===== src/rtl/mpic_prio_ctrl_if.sv =====
// Wishbone slave bus bundle for the priority interrupt controller.
// The member names match the controller's register-bus pins.
interface mpic_prio_ctrl_if;
    logic [1:0]  wb_adr_i;
    logic [15:0] wb_dat_i;
    logic [15:0] wb_dat_o;
    logic [1:0]  wb_sel_i;
    logic        wb_we_i;
    logic        wb_cyc_i;
    logic        wb_stb_i;
    logic        wb_ack_o;

    // Bus master side (CPU / testbench)
    modport master (
        output wb_adr_i, wb_dat_i, wb_sel_i, wb_we_i, wb_cyc_i, wb_stb_i,
        input  wb_dat_o, wb_ack_o
    );

    // Controller side
    modport slave (
        input  wb_adr_i, wb_dat_i, wb_sel_i, wb_we_i, wb_cyc_i, wb_stb_i,
        output wb_dat_o, wb_ack_o
    );
endinterface


===== src/rtl/mpic_prio_ctrl.sv =====
// Five-source fixed-priority interrupt controller with nesting.
// Bit 0 is the highest priority. A source may interrupt only while no
// in-service source of equal or higher priority exists. Registers:
// adr0 MASK, adr1 STATUS, adr2 EOI (write-only), adr3 VECTOR.
module mpic_prio_ctrl (
    input  logic                   clk_i,
    input  logic                   rst_i,
    mpic_prio_ctrl_if.slave        wb,
    input  logic [4:0]             pend_i,
    output logic [4:0]             clr_o,
    output logic                   irq_o,
    input  logic                   iack_i,
    output logic [2:0]             vec_o
);

    typedef enum logic [1:0] {
        S_IDLE   = 2'd0,
        S_ASSERT = 2'd1,
        S_ACK    = 2'd2
    } state_t;

    localparam logic [2:0] VEC_SPURIOUS = 3'd7;

    state_t      state_q, state_d;
    logic [4:0]  mask_q, mask_d;
    logic [4:0]  isr_q, isr_d;
    logic [2:0]  vec_q, vec_d;
    logic        vv_q, vv_d;
    logic        ack_q, ack_d;

    logic [4:0]  elig;
    logic        any_elig;
    logic [2:0]  win;
    logic [4:0]  isr_low;
    logic        wr_en;
    logic        unused_bits;

    // Write qualifier: first cycle of a strobed write with lane 0 enabled
    assign wr_en = wb.wb_stb_i & wb.wb_cyc_i & wb.wb_we_i & wb.wb_sel_i[0] & ~ack_q;

    // One-hot of the lowest (highest-priority) in-service bit, cleared by EOI
    assign isr_low = isr_q & (~isr_q + 5'd1);

    assign unused_bits = &{1'b0, wb.wb_dat_i[15:5], wb.wb_sel_i[1]};

    // Eligibility: unmasked, pending and strictly above every in-service level
    always_comb begin
        logic blocked;
        blocked = 1'b0;
        elig    = '0;
        for (int n = 0; n < 5; n++) begin
            blocked = blocked | isr_q[n];
            elig[n] = pend_i[n] & ~mask_q[n] & ~blocked;
        end
    end

    // Winner: lowest-index eligible source
    always_comb begin
        win      = 3'd0;
        any_elig = |elig;
        for (int n = 4; n >= 0; n--) begin
            if (elig[n]) win = 3'(n);
        end
    end

    // FSM next state, register updates and CPU-side outputs
    always_comb begin
        state_d = state_q;
        mask_d  = mask_q;
        isr_d   = isr_q;
        vec_d   = vec_q;
        vv_d    = vv_q;
        ack_d   = wb.wb_stb_i & wb.wb_cyc_i & ~ack_q;
        irq_o   = 1'b0;
        clr_o   = '0;
        vec_o   = vec_q;

        if (wr_en && wb.wb_adr_i == 2'd0) mask_d = wb.wb_dat_i[4:0];
        // EOI clear is based on the pre-edge ISR; an iack set below overrides it
        if (wr_en && wb.wb_adr_i == 2'd2) isr_d = isr_q & ~isr_low;

        case (state_q)
            S_IDLE: begin
                if (iack_i) begin
                    vec_d = VEC_SPURIOUS;
                    vv_d  = 1'b0;
                end
                if (any_elig) state_d = S_ASSERT;
            end
            S_ASSERT: begin
                irq_o = 1'b1;
                vec_o = win;
                if (!any_elig) begin
                    state_d = S_IDLE;
                end else if (iack_i) begin
                    state_d = S_ACK;
                    isr_d   = isr_d | (5'd1 << win);
                    vec_d   = win;
                    vv_d    = 1'b1;
                end
            end
            S_ACK: begin
                clr_o   = 5'd1 << vec_q;
                state_d = S_IDLE;
            end
            default: state_d = S_IDLE;
        endcase
    end

    // Read-data mux; unused bits read as zero
    always_comb begin
        wb.wb_dat_o = '0;
        case (wb.wb_adr_i)
            2'd0: wb.wb_dat_o[4:0] = mask_q;
            2'd1: begin
                wb.wb_dat_o[4:0]  = pend_i & ~mask_q;
                wb.wb_dat_o[12:8] = isr_q;
            end
            2'd3: begin
                wb.wb_dat_o[15]  = vv_q;
                wb.wb_dat_o[2:0] = vec_q;
            end
            default: wb.wb_dat_o = '0;
        endcase
    end

    assign wb.wb_ack_o = ack_q;

    // State and register update with synchronous reset
    always_ff @(posedge clk_i) begin
        if (rst_i) begin
            state_q <= S_IDLE;
            mask_q  <= 5'h1F;
            isr_q   <= '0;
            vec_q   <= VEC_SPURIOUS;
            vv_q    <= 1'b0;
            ack_q   <= 1'b0;
        end else begin
            state_q <= state_d;
            mask_q  <= mask_d;
            isr_q   <= isr_d;
            vec_q   <= vec_d;
            vv_q    <= vv_d;
            ack_q   <= ack_d;
        end
    end

endmodule


===== src/flat_wrapper.sv =====
// flat-port wrapper written by rule: the top's interface ports become plain ports
module mpic_prio_ctrl_flat 
  (clk_i, rst_i, pend_i, clr_o, irq_o, iack_i, vec_o, wb_wb_adr_i, wb_wb_dat_i, wb_wb_sel_i, wb_wb_we_i, wb_wb_cyc_i, wb_wb_stb_i, wb_wb_dat_o, wb_wb_ack_o);
  mpic_prio_ctrl_if wb_i ();
  input  logic clk_i;
  input  logic rst_i;
  input  logic [4:0] pend_i;
  output logic [4:0] clr_o;
  output logic irq_o;
  input  logic iack_i;
  output logic [2:0] vec_o;
  input wire logic [$bits(wb_i.wb_adr_i)-1:0] wb_wb_adr_i;
  input wire logic [$bits(wb_i.wb_dat_i)-1:0] wb_wb_dat_i;
  input wire logic [$bits(wb_i.wb_sel_i)-1:0] wb_wb_sel_i;
  input wire logic [$bits(wb_i.wb_we_i)-1:0] wb_wb_we_i;
  input wire logic [$bits(wb_i.wb_cyc_i)-1:0] wb_wb_cyc_i;
  input wire logic [$bits(wb_i.wb_stb_i)-1:0] wb_wb_stb_i;
  output wire logic [$bits(wb_i.wb_dat_o)-1:0] wb_wb_dat_o;
  output wire logic [$bits(wb_i.wb_ack_o)-1:0] wb_wb_ack_o;
  assign wb_i.wb_adr_i = wb_wb_adr_i;
  assign wb_i.wb_dat_i = wb_wb_dat_i;
  assign wb_i.wb_sel_i = wb_wb_sel_i;
  assign wb_i.wb_we_i = wb_wb_we_i;
  assign wb_i.wb_cyc_i = wb_wb_cyc_i;
  assign wb_i.wb_stb_i = wb_wb_stb_i;
  assign wb_wb_dat_o = wb_i.wb_dat_o;
  assign wb_wb_ack_o = wb_i.wb_ack_o;
  mpic_prio_ctrl u_core (.clk_i(clk_i), .rst_i(rst_i), .wb(wb_i), .pend_i(pend_i), .clr_o(clr_o), .irq_o(irq_o), .iack_i(iack_i), .vec_o(vec_o));
endmodule

===== config.mk =====
export PLATFORM = sky130hd
export DESIGN_NAME = mpic_prio_ctrl_flat
export DESIGN_NICKNAME = d
export VERILOG_FILES = /design/src/rtl/mpic_prio_ctrl_if.sv /design/src/rtl/mpic_prio_ctrl.sv /design/src/flat_wrapper.sv
export SDC_FILE = /design/constraint.sdc
export NUM_CORES = 1
export LEC_CHECK = 0
export ABC_CLOCK_PERIOD_IN_PS = 2050
export CORE_MARGIN = 2
export CORE_UTILIZATION = 28
export DETAILED_ROUTE_END_ITERATION = 8
export GPL_ROUTABILITY_DRIVEN = 0
export GPL_TIMING_DRIVEN = 0
export SLEW_MARGIN = 30
export SYNTH_ARGS = -nofsm -noshare
export SYNTH_HDL_FRONTEND = slang
export SYNTH_SLANG_ARGS = --single-unit

===== constraint.sdc =====
create_clock -name clk_i -period 2.05 [get_ports clk_i]
set_input_delay 0.3075 -clock clk_i [delete_from_list [all_inputs] [get_ports clk_i]]
set_output_delay 0.3075 -clock clk_i [all_outputs]
set_load 0.02 [all_outputs]

Word-level counts from Yosys, hierarchy flattened
Index checks and enable logic that the tools add are counted.
{ "op_classes": {"addsub": 1, "n_eq_ne": 10, "n_shift": 2, "muxes": 28, "bitwise_logic": 37, "n_reduce_logical": 8} }
{ "ops": {"columns": ["op", "n"], "rows": [
  ["$mux W5", 6],
  ["$mux W3", 9],
  ["$and A1 B1 Y1", 15],
  ["$and A5 B5 Y5", 3],
  ["$not A5 Y5", 3],
  ["$not A1 Y1", 11],
  ["$shl A1 B3 Y5 const A", 2],
  ["$pmux W3 S3", 1],
  ["$pmux W2 S2", 2],
  ["$eq A2 B2 Y1 const B", 3],
  ["$mux W2", 3],
  ["$pmux W3 S2", 1],
  ["$add A5 B1 Y5 const B", 1],
  ["$mux W1", 5],
  ["$or A5 B5 Y5", 1],
  ["$reduce_or A5 Y1", 1],
  ["$eq A2 B1 Y1 const B", 2],
  ["$logic_not A2 Y1", 2],
  ["$ne A2 B1 Y1 const B", 2],
  ["$ne A2 B2 Y1 const B", 2],
  ["$or A1 B1 Y1", 4],
  ["$reduce_and A4 Y1", 1],
  ["$ne A3 B3 Y1 const B", 1],
  ["$logic_and A1 B1 Y1", 2],
  ["3 further kinds", 3]
]} }
{ "totals": {"ff_bits": 17, "inputBits": 31, "out_inout_bits": 26, "elab_cells": 92} }

Logic depth before layout (Yosys ltp)
{ "logic_depth": {"depth_word": 16, "ltp_mapped": 5, "mapped_depth_nobuf": 4} }

Worst setup path before layout
No wires, ideal clock.
{ "synth_timing": {"path_type": "register to output", "startpoint": "reg u_core.mask_q[3]", "endpoint": "out vec_o[1]", "t_arrival_ps": 1551, "required_time_ps": 1742, "path_slack_ps": 192, "stages_incl_launch_ff": 5, "n_path_buf": 0, "path_cell_list": "dfxtp_1 > or3b_2 > a21oi_1 > nand2_1 > o21ai_0"} }
{ "synth_between": {"elab_chain_cells": 8} }
{ "synth_rtl": {"columns": ["element", "line", "source"], "rows": [
  ["start: declaration", "mpic_prio_ctrl.sv:25", "logic [4:0] mask_q, mask_d;"],
  ["start signal: assignment", "mpic_prio_ctrl.sv:140", "mask_q <= mask_d;"],
  ["$not A1 Y1", "mpic_prio_ctrl.sv:53", "elig[n] = pend_i[n] & ~mask_q[n] & ~blocked;"],
  ["$and A1 B1 Y1 (2 in series)", "mpic_prio_ctrl.sv:53", null],
  ["$mux W3 (4 in series)", "mpic_prio_ctrl.sv:62", "if (elig[n]) win = 3'(n);"],
  ["$mux W3", "mpic_prio_ctrl.sv:82", "case (state_q)"],
  ["end: declaration", "flat_wrapper.sv:11", "output logic [2:0] vec_o;"]
]} }
No other way between the ends.

Worst setup path after layout
{ "layout_timing": {"startpoint": "in pend_i[3]", "endpoint": "out vec_o[1]"} }
{ "layout_between": {"elab_chain_cells": 7} }
{ "layout_rtl": {"columns": ["element", "line", "source"], "rows": [
  ["start: declaration", "flat_wrapper.sv:7", "input logic [4:0] pend_i;"],
  ["$and A1 B1 Y1 (2 in series)", "mpic_prio_ctrl.sv:53", null],
  ["$mux W3 (4 in series)", "mpic_prio_ctrl.sv:62", null],
  ["$mux W3", "mpic_prio_ctrl.sv:82", null]
]} }
No other way between the ends.

==> metrics.yaml <==
clock_tree:
  h-tree-depth: 1
  clk_latency_ns: 0.26
  numCtsBuffers: 3
  clkTransAtPathRegs_ns: 0.07
  cts_num_sinks: 17
  cts_hold_buf: 0
  root_buffer: "clkbuf_8"
  cts_tree: "yes"
  clockBufferDepth: 2
detailed_routing:
  via_per_inst: 4.86
  drtPass1Iterations: 4
  post-route-drc-count: 0
  wirelength_um: 3090
  drt-initial-drc-count: 55
  wl_per_cell_um: 12.8
  dr_total_vias: 1175
  ant_nets: 0
yosys:
  seq_area_frac_synth_pct: 29.2
  avgSynthCellArea_um2: 7.97
  synth_edf_count: 0
  synth_seq_cells: 17
  syn_inst: 146
  ys_types: 39
  synthFlopType: "dfxtp_1"
  ys_warn_count: 0
  synthArstFlopShare_pct: 0
  netlist_area_um2: 1160
worst_hold_path:
  worstHoldStart: "u_core.state_q[1]$_SDFFE_PP0P_"
  min_to: "u_core.state_q[0]$_SDFFE_PP0P_"
  worstHoldPathCells: 1
  hold_path.class: "flop to flop"
setup_path:
  crit_arrival_ns: 1.80
  start_kind: "primary input"
  worstPathRequired_ns: 1.74
  rr_worst_depth: 4
  crit_chain: "clkdlybuf4s50_1 > or3b_4 > a21oi_2 > nand2_1 > o21ai_1 > buf_4"
  reg2reg_from: "u_core.wb.wb_ack_o$_SDFF_PP0_"
  slowest_delay_ns: 0.50
  crit_type: "primary input to primary output"
  regToRegSetupSlack_ns: 0.22
  slowest_stage: "clkdlybuf4s50_1"
  critPathCaptureType: "primary output"
  critical_path.max_fanout: 3
  r2r-end: "u_core.isr_q[2]$_SDFF_PP0_"
timing:
  fin_hold_ws_ns: 0.466
  slew_headroom_pct: 47.2
  rsz0062_at_grt: "yes"
  max_freq_mhz: 474
  finalSetupViolations: 1
  setup_slack_ns: -0.0580
  tns_ns: -0.0580
  finClkSkew_ns: 0.000867
  hold_viol_final: 0
  min_period_ns: 2.11
  finalMaxSlewViolations: 0
  period_share_pct: 103
  tightest_slew_ns: 0.785
final_layout:
  design_area_um2: 1670
  diodes: 0
  fillCellCount: 425
  instances_no_fill: 242
  drive_gt1_share_pct: 16.7
  synthToLayoutAreaGrowth_pct: 43.9
  fin_nets: 224
die:
  fp.coreArea_um2: 4000
  die_w_um: 68.5
  dieArea_um2: 4690
  num_rows: 23
  ios: 57
  dieHeight_um: 68.5
  initial_utilization_pct: 29.1
global_routing:
  antenna_found_initial: 0
  grt_pass1_vias: 1098
  grt_overflow: 0
  grt.total_usage_pct: 14.3
  grt_max_degree: 11
  grt_pass1_wl_um: 4970
outcome:
  outcome: "complete, but fails checks"
  violations: "negative setup slack"
place:
  port-buffer-count: 38
  dp.cells: 238
  dp_hpwl_um: 2370
  placement.cell_area_um2: 1620
  pre_cts_ws_ns: -0.695
pwr:
  ir_drop_mv: 0.223
  p_leak_nw: 0.759
  p_per_area_nw_per_um2: 436
flow_run:
  drv_cap: 0
power breakdown:
part / internal [mW] / switching [mW]
combinational: 0.0663 / 0.0646
sequential: 0.332 / 0.00152
clock: 0.135 / 0.130
critical path, delay by kind of cell:
family                 cells  cell delay, ns
AOI/OAI and AO/OA          2            0.32
and+or+nand+nor            2            0.51
buffers and inverters      2            0.66
area by class of cell:
type | count | area (um2) | share of cell area, %
multi-input combinational | 116 | 766 | 45.7
sequential | 17 | 342 | 20.4
clock buffer | 3 | 41.3 | 2.47
clock inverter | 1 | 5.00 | 0.299
buffer | 13 | 75.1 | 4.48
tap | 50 | 62.6 | 3.74
inverter | 4 | 15.0 | 0.897
timing repair buffer | 38 | 368 | 22.0
Yosys cell counts (4+ instances only):
library cell	count	area, um2
nand2_1	18	67.6
dfxtp_1	17	340
nor2_1	11	41.3
nand2b_1	8	50.1
clkbuf_1	7	26.3
mux2i_1	7	70.1
nand3_1	6	30.0
o21ai_0	6	30.0
a21oi_1	5	25.0
and2_1	5	31.3
buf_4	5	37.5
mux2_2	5	56.3
inv_1	4	15.0
nor3_1	4	20.0
layout by cell type (no fill, tap or decap), types with 3 or more instances in the layout:
cell type / n
clkbuf_1: 4
o21ai_0: 5
dlygate4sd2_1: 13
clkdlybuf4s50_1: 18
nor3_1: 4
mux2_2: 5
nand2_1: 18
and2_1: 5
a21oi_1: 4
clkbuf_8: 3
nor4b_1: 3
o31ai_1: 3
o211ai_1: 3
inv_1: 4
dfxtp_1: 16
mux2i_1: 7
dlymetal6s2s_1: 4
nand2b_1: 8
buf_4: 6
nor2_1: 10
nor4_1: 3
and3_1: 3
conb_1: 5
nand3_1: 6
routing by layer:
layer	part of all wire, %	vias up	global-route usage [%]
li1	-	605	-
met1	50	541	18.8
met2	45	24	23.0
met3	4.0	5	2.96
met4	1.4	0	5.25
met5	0	-	0
how the worst max path moves through the flow:
stage | startpoint | to | cells past startpoint
floorplan | u_core.mask_q[3]$_SDFFE_PP1P_ | vec_o[1] | 4
global placement | pend_i[3] | vec_o[1] | 6
detailed placement | pend_i[3] | vec_o[1] | 6
CTS | pend_i[3] | vec_o[1] | 6
global route | pend_i[3] | vec_o[1] | 6
finish | pend_i[3] | vec_o[1] | 6
cell families after synthesis:
| group | count (synthesis) | share of synthesized area (%) |
|---|---|---|
| AOI/OAI and AO/OA | 26 | 17.7 |
| buffers and inverters | 17 | 7.20 |
| DFF | 17 | 29.2 |
| muxes | 12 | 10.9 |
| other | 1 | 0.322 |
| and+or+nand+nor | 73 | 34.6 |
flip-flops by register name, indices dropped and copies added (netlist names):
name,flops
u_core.wb.wb_ack_o,1
u_core.isr_q,5
u_core.mask_q,5
u_core.state_q,2
u_core.vec_q,3
u_core.vv_q,1
through the flow:
| stage | power (mW) | utilization, % |
|---|---|---|
| global route | 0.763 | 41.9 |
| global placement | 0.475 | 40.5 |
| detailed placement | 0.475 | 40.5 |
| CTS | 0.735 | 41.5 |
| finish | 0.729 | 41.9 |
| floorplan | 0.411 | - |
what timing repair did:
item | CTS | global route
setup buffers | 0 | 0
hold endpoints to repair | 0 | 0
setup endpoints to repair | 16 | 7
gates resized for setup | 35 | 6
pin swaps | 0 | 0
(Power assumes the default switching activity.)
